[src/rtl/bp_common_pkg.sv]
// Shared config-bus definitions: loader states, config register map and bus packet.
package bp_common_pkg;

  typedef enum logic [3:0] {
    e_reset,
    e_freeze,
    e_core_id,
    e_fetch,
    e_ucode_lo,
    e_ucode_hi,
    e_mode,
    e_unfreeze,
    e_done
  } bp_cfg_loader_state_e;

  localparam logic [15:0] bp_cfg_addr_freeze_gp      = 16'h0001;
  localparam logic [15:0] bp_cfg_addr_core_id_gp     = 16'h0002;
  localparam logic [15:0] bp_cfg_addr_cce_mode_gp    = 16'h0003;
  localparam logic [15:0] bp_cfg_addr_ucode_base_gp  = 16'h8000;

  typedef struct packed {
    logic [7:0]  core;
    logic [15:0] addr;
    logic [31:0] data;
  } bp_cfg_bus_s;

endpackage

[src/rtl/bsg_counter_clear_up.sv]
// Up-counter with synchronous clear; clear wins over increment.
module bsg_counter_clear_up #(
  parameter int width_p = 8
) (
  input  logic               clk_i,
  input  logic               reset_i,
  input  logic               clear_i,
  input  logic               up_i,
  output logic [width_p-1:0] count_o
);

  always_ff @(posedge clk_i) begin
    if (reset_i)
      count_o <= '0;
    else if (clear_i)
      count_o <= '0;
    else if (up_i)
      count_o <= count_o + width_p'(1);
  end

endmodule

[src/rtl/bp_cfg_loader.sv]
// Boot-time config sequencer: freeze, core id, microcode load, mode, unfreeze per core.
// BP_CFG_LOADER_UCODE_EN enables the microcode load; without it cores boot in uncached mode.
module bp_cfg_loader
  import bp_common_pkg::*;
#(
  parameter int num_core_p              = 1,
  parameter int cfg_core_width_p        = 8,
  parameter int cfg_addr_width_p        = 16,
  parameter int cfg_data_width_p        = 32,
  parameter int num_cce_instr_ram_els_p = 256,
  parameter int cce_instr_width_p       = 64,
  localparam int core_cnt_width_lp = (num_core_p > 1) ? $clog2(num_core_p) : 1,
  localparam int rom_addr_width_lp =
    (num_cce_instr_ram_els_p > 1) ? $clog2(num_cce_instr_ram_els_p) : 1
) (
  input  logic                         clk_i,
  input  logic                         reset_i,
  output logic                         cfg_v_o,
  input  logic                         cfg_ready_i,
  output logic [cfg_core_width_p-1:0]  cfg_core_o,
  output logic [cfg_addr_width_p-1:0]  cfg_addr_o,
  output logic [cfg_data_width_p-1:0]  cfg_data_o,
  output logic [rom_addr_width_lp-1:0] rom_addr_o,
  input  logic [cce_instr_width_p-1:0] rom_data_i,
  output logic                         done_o
);

  if (cce_instr_width_p != 2 * cfg_data_width_p) begin : g_instr_width_check
    $error("cce_instr_width_p must be twice cfg_data_width_p");
  end
  if (num_cce_instr_ram_els_p > 16384) begin : g_ucode_size_check
    $error("microcode does not fit the config address space above the ucode base");
  end

  bp_cfg_loader_state_e state_r;
  logic cfg_v_r, done_r;
  logic hs;

  logic [core_cnt_width_lp-1:0] core_cnt;
  logic core_clear, core_up, last_core;

  assign cfg_v_o = cfg_v_r;
  assign done_o  = done_r;
  assign hs      = cfg_v_r & cfg_ready_i;

  assign last_core  = (core_cnt == core_cnt_width_lp'(num_core_p - 1));
  assign core_clear = (state_r == e_reset);
  assign core_up    = hs & (state_r == e_unfreeze) & ~last_core;

  bsg_counter_clear_up #(
    .width_p(core_cnt_width_lp)
  ) core_counter (
    .clk_i   (clk_i),
    .reset_i (reset_i),
    .clear_i (core_clear),
    .up_i    (core_up),
    .count_o (core_cnt)
  );

`ifdef BP_CFG_LOADER_UCODE_EN
  localparam logic cce_mode_lp = 1'b1;

  logic [rom_addr_width_lp-1:0] instr_cnt;
  logic instr_clear, instr_up, last_instr;

  assign last_instr  = (instr_cnt == rom_addr_width_lp'(num_cce_instr_ram_els_p - 1));
  assign instr_clear = (state_r == e_reset) | (hs & (state_r == e_ucode_hi) & last_instr);
  assign instr_up    = hs & (state_r == e_ucode_hi) & ~last_instr;

  bsg_counter_clear_up #(
    .width_p(rom_addr_width_lp)
  ) instr_counter (
    .clk_i   (clk_i),
    .reset_i (reset_i),
    .clear_i (instr_clear),
    .up_i    (instr_up),
    .count_o (instr_cnt)
  );

  // Address held on instr_cnt in every state keeps ROM data valid across stalls.
  assign rom_addr_o = instr_cnt;
`else
  localparam logic cce_mode_lp = 1'b0;

  logic unused_rom_data;
  assign unused_rom_data = ^rom_data_i;
  assign rom_addr_o      = '0;
`endif

  // Valid and done are registered from the next state, so ready never reaches valid.
  always_ff @(posedge clk_i) begin
    if (reset_i) begin
      state_r <= e_reset;
      cfg_v_r <= 1'b0;
      done_r  <= 1'b0;
    end else begin
      case (state_r)
        e_reset: begin
          state_r <= e_freeze;
          cfg_v_r <= 1'b1;
        end
        e_freeze: begin
          if (hs) state_r <= e_core_id;
        end
        e_core_id: begin
          if (hs) begin
`ifdef BP_CFG_LOADER_UCODE_EN
            state_r <= e_fetch;
            cfg_v_r <= 1'b0;
`else
            state_r <= e_mode;
`endif
          end
        end
`ifdef BP_CFG_LOADER_UCODE_EN
        e_fetch: begin
          state_r <= e_ucode_lo;
          cfg_v_r <= 1'b1;
        end
        e_ucode_lo: begin
          if (hs) state_r <= e_ucode_hi;
        end
        e_ucode_hi: begin
          if (hs) begin
            if (last_instr) begin
              state_r <= e_mode;
            end else begin
              state_r <= e_fetch;
              cfg_v_r <= 1'b0;
            end
          end
        end
`endif
        e_mode: begin
          if (hs) state_r <= e_unfreeze;
        end
        e_unfreeze: begin
          if (hs) begin
            if (last_core) begin
              state_r <= e_done;
              cfg_v_r <= 1'b0;
              done_r  <= 1'b1;
            end else begin
              state_r <= e_freeze;
            end
          end
        end
        e_done: begin
          cfg_v_r <= 1'b0;
          done_r  <= 1'b1;
        end
        default: begin
          state_r <= e_reset;
          cfg_v_r <= 1'b0;
          done_r  <= 1'b0;
        end
      endcase
    end
  end

  assign cfg_core_o = cfg_core_width_p'(core_cnt);

  always_comb begin
    cfg_addr_o = '0;
    cfg_data_o = '0;
    case (state_r)
      e_freeze: begin
        cfg_addr_o = cfg_addr_width_p'(bp_cfg_addr_freeze_gp);
        cfg_data_o = cfg_data_width_p'(1'b1);
      end
      e_core_id: begin
        cfg_addr_o = cfg_addr_width_p'(bp_cfg_addr_core_id_gp);
        cfg_data_o = cfg_data_width_p'(core_cnt);
      end
`ifdef BP_CFG_LOADER_UCODE_EN
      e_ucode_lo: begin
        cfg_addr_o = cfg_addr_width_p'(bp_cfg_addr_ucode_base_gp)
                   + cfg_addr_width_p'({instr_cnt, 1'b0});
        cfg_data_o = rom_data_i[cfg_data_width_p-1:0];
      end
      e_ucode_hi: begin
        cfg_addr_o = cfg_addr_width_p'(bp_cfg_addr_ucode_base_gp)
                   + cfg_addr_width_p'({instr_cnt, 1'b1});
        cfg_data_o = rom_data_i[2*cfg_data_width_p-1:cfg_data_width_p];
      end
`endif
      e_mode: begin
        cfg_addr_o = cfg_addr_width_p'(bp_cfg_addr_cce_mode_gp);
        cfg_data_o = cfg_data_width_p'(cce_mode_lp);
      end
      e_unfreeze: begin
        cfg_addr_o = cfg_addr_width_p'(bp_cfg_addr_freeze_gp);
        cfg_data_o = '0;
      end
      default: begin
        cfg_addr_o = '0;
        cfg_data_o = '0;
      end
    endcase
  end

endmodule

[config.mk]
export PLATFORM = sky130hd
export DESIGN_NAME = bp_cfg_loader
export DESIGN_NICKNAME = d
export VERILOG_FILES = /design/src/rtl/bp_common_pkg.sv /design/src/rtl/bsg_counter_clear_up.sv /design/src/rtl/bp_cfg_loader.sv
export SDC_FILE = /design/constraint.sdc
export NUM_CORES = 1
export LEC_CHECK = 0
export BUFFER_PORTS_ARGS = -buffer_cell sky130_fd_sc_hd__buf_2
export CAP_MARGIN = 10
export CORE_MARGIN = 3
export CORE_UTILIZATION = 33
export CTS_BUF_LIST = sky130_fd_sc_hd__clkbuf_8 sky130_fd_sc_hd__clkbuf_16
export CTS_CLUSTER_SIZE = 12
export DETAILED_ROUTE_END_ITERATION = 16
export GPL_TIMING_DRIVEN = 0
export MAX_ROUTING_LAYER = met4
export PLACE_DENSITY = 0.87
export SETUP_SLACK_MARGIN = 0.4
export SLEW_MARGIN = 40
export SYNTH_ARGS = -nofsm -noshare
export SYNTH_HDL_FRONTEND = slang
export SYNTH_HIERARCHICAL = 1
export SYNTH_SLANG_ARGS = --single-unit
[constraint.sdc]
create_clock -name clk_i -period 2.61 [get_ports clk_i]
set_input_delay 0.522 -clock clk_i [delete_from_list [all_inputs] [get_ports clk_i]]
set_output_delay 0.522 -clock clk_i [all_outputs]
set_load 0.02 [all_outputs]
==> results by group <==
Placed design
  • Gpl congestion: 0.829
  • Post-DP HPWL: 1.47 mm
  • I/O Buffers: 8
  • Placed insts: 215
  • Setup Slack @ Placement: 0.883 ns

Clock network
  • Clock sink total: 7
  • Setup bufs post-CTS: 0
  • Post-cts resize count: 0
  • Clock Pin Slew Worst Setup and Hold Paths: 0.05 ns
  • TritonCTS Buffers: 3
  • Cell at the root of the clock tree: clkbuf_8
  • Clk_lat worst skew: 0.23 ns
  • Hold buffers post-CTS: 0
  • CTS tree: built
  • Clock Path Buffers: 2
  • H-tree depth: 1

Die
  • Die area: 3490 um2
  • Vert. Die Dim: 59.1 um
  • # IOs: 133
  • Site Rows: 18
  • Die X: 59.1 um
  • Core Region: 2570 um2
  • Initial Utilization: 36.2%

Synthesis
  • Netlist Area Pre-Place: 930 um2
  • Number of synthesized flops with an enable pin: 0
  • Yosys reg bits: 7
  • Leading area contributor after synthesis: buf_4
  • Main flop type after synthesis: dfxtp_1
  • Unique masters post-synth: 29
  • Yosys Warn Count: 6
  • Top-count cell post-synth: buf_4
  • Synth area leaders: buf_4 52%, dfxtp_1 15%, a21oi_1 2.7%, nor3_1 2.2%, nor3_2 2.2%
  • FFs w/ async S/R, synth: 0%
  • Share of the synthesized area in the top cell type: 51.7%
  • Cells after Synth: 118
  • Sequential-to-total area share from yosys stat: 15.1%
  • Mean Syn Cell Area: 7.88 um2
  • Most frequent cells after synthesis: 64 x buf_4, 7 x dfxtp_1, 5 x a21oi_1

STA
  • # setup viols final: 0
  • Minimum clock period: 2.01 ns
  • Fin. Hold Viols: 0
  • Final worst-path setup slack: 0.605 ns
  • Slew Viols, Final: 0
  • Final Skew: 0.00783 ns
  • Fin crit share: 76.8%
  • Maximum clock frequency: 0.499 GHz
  • Final hold slack: 0.516 ns
  • Unrepaired setup endpoints after global routing: false
  • TNS Setup: 0 ns

Route
  • Vias per cell: 3.42
  • DR iter-0 viols: 10
  • Number of remaining DRC errors: 0
  • Drt wl/cell: 7.95 um
  • Detail Route Antenna Nets: 0
  • Drt first pass iters: 4
  • Total Wirelength: 1.74 mm
  • Total number of vias: 749

Critical path
  • Crit Path Max Fanout: 10
  • Critical-path top delay cell: dfxtp_1
  • Worst path cell trace: buf_6 > buf_4 > nand2_1 > mux2_2 > nor3_1 > buf_2
  • Critical path arrival: 1.48 ns
  • Critical Path Max Stage Delay: 0.32 ns
  • Crit path kind: flip-flop to primary output
  • Critical path required time: 2.09 ns
  • WP buf/inv: 3
  • CP delay by family, top: buffers and inverters
  • CP Launch Type: flip-flop
  • Worst Setup End Kind: primary output

Global route
  • First-pass GRT wire length: 2.59 mm
  • Number of global-route vias before repair: 629
  • GRT Total Usage: 10.0%
  • Remaining Overflow, GRT: 0
  • Largest net degree at the start of global routing: 11
  • Initial antenna violation count: 0

Worst hold path
  • Hold Path Class: flip-flop to flip-flop

Pwr
  • VDD IR max: 358 uV
  • Power density cells: 546 nW/um2
  • LEAKAGE: 0.000773 uW

Cells and area
  • Nets@finish: 257
  • P&R area growth vs syn: 37.0%
  • Seq. cell area: 140 um2
  • Layout Cells excl Fill: 219
  • Core Util, Final: 49.6%
  • Multi-input logic area: 508 um2
  • Filler Cell Count: 270
  • # diodes: 0
  • Fraction of layout cells with a size suffix above 1: 43.4%

Job
  • Max Cap Viol: 0

Run status
  • Outcome: complete, no violations
power by group:
part	internal, uW	switching, uW
Combinational	171	229
Sequential	127	15.5
Clock	102	51.5
cells in the final DEF, fill, tap and decap left out:
master,netlist,layout
buf_1,1,1
a21oi_1,5,5
or3b_4,1,1
nand2_1,2,2
inv_1,2,3
dfxtp_1,7,7
a21o_1,1,1
conb_1,1,60
xnor2_1,2,2
o22a_1,1,1
nor3b_1,2,2
a31oi_1,1,1
and2_1,2,2
nor4b_1,1,1
o211a_1,1,1
a211oi_1,1,1
o2bb2ai_1,1,1
nand4bb_1,1,1
buf_6,1,1
buf_2,0,8
nor3_2,2,2
buf_4,64,64
nand4b_1,1,1
mux2_2,1,1
nor2_1,4,4
o21ai_0,4,4
clkbuf_8,0,3
nor3_1,4,4
nor4_1,1,1
nor2b_2,2,2
nand2b_1,1,1
area by class of cell:
cell class | count | share of cell area [%]
clock buffer | 3 | 3.24
multi-input combinational | 102 | 39.9
buffer | 66 | 38.9
inverter | 2 | 0.589
timing repair buffer | 8 | 3.14
sequential | 7 | 11.0
tap | 30 | 2.95
clock inverter | 1 | 0.295
tightest hold or removal path, delay by kind of cell (launching register included):
| family | cells | cell delay, ns |
|---|---|---|
| AOI/OAI and AO/OA | 1 | 0.07 |
| and+or+nand+nor | 1 | 0.07 |
| DFF | 1 | 0.33 |
final timing paths:
check / from / end / slack [ns] / cells past startpoint
worst max-delay path: state_r[1] / cfg_data_o[0] / 0.60 / 6
worst max register to register: state_r[0] / core_counter/count_o / 1.30 / 5
worst min-delay path: cfg_v_o / cfg_v_o / 0.52 / 2
worst min register to register: cfg_v_o / cfg_v_o / 0.52 / 2
logic make-up after synthesis:
| kind of cell | synth area share [%] |
|---|---|
| buffers and inverters | 54.1 |
| other | 0.403 |
| AOI/OAI and AO/OA | 10.1 |
| and+or+nand+nor | 17.2 |
| muxes | 1.21 |
| DFF | 15.1 |
| xor gates and xnor gates | 1.88 |
state kept, by name, indices dropped and copies added, names as in the netlist:
register,flops
state_r,4
cfg_v_o,1
done_o,1
core_counter/count_o,1
per-layer routing:
metal | share of wire (%) | global-route usage [%] | vias up
met3 | 10 | 2.83 | 4
met2 | 48 | 15.5 | 41
met5 | 0 | - | -
li1 | - | - | 408
met1 | 40 | 11.1 | 296
met4 | 2.0 | 6.80 | 0
metrics by stage:
step | instance area [um2] | total power [uW]
after floorplan | 1150 | 478
after global placement | 1230 | 531
after detailed placement | 1230 | 536
after CTS | 1270 | 688
after global routing | 1270 | 737
final | 1270 | 695
No activity file was read; power rests on OpenSTA's default activity.
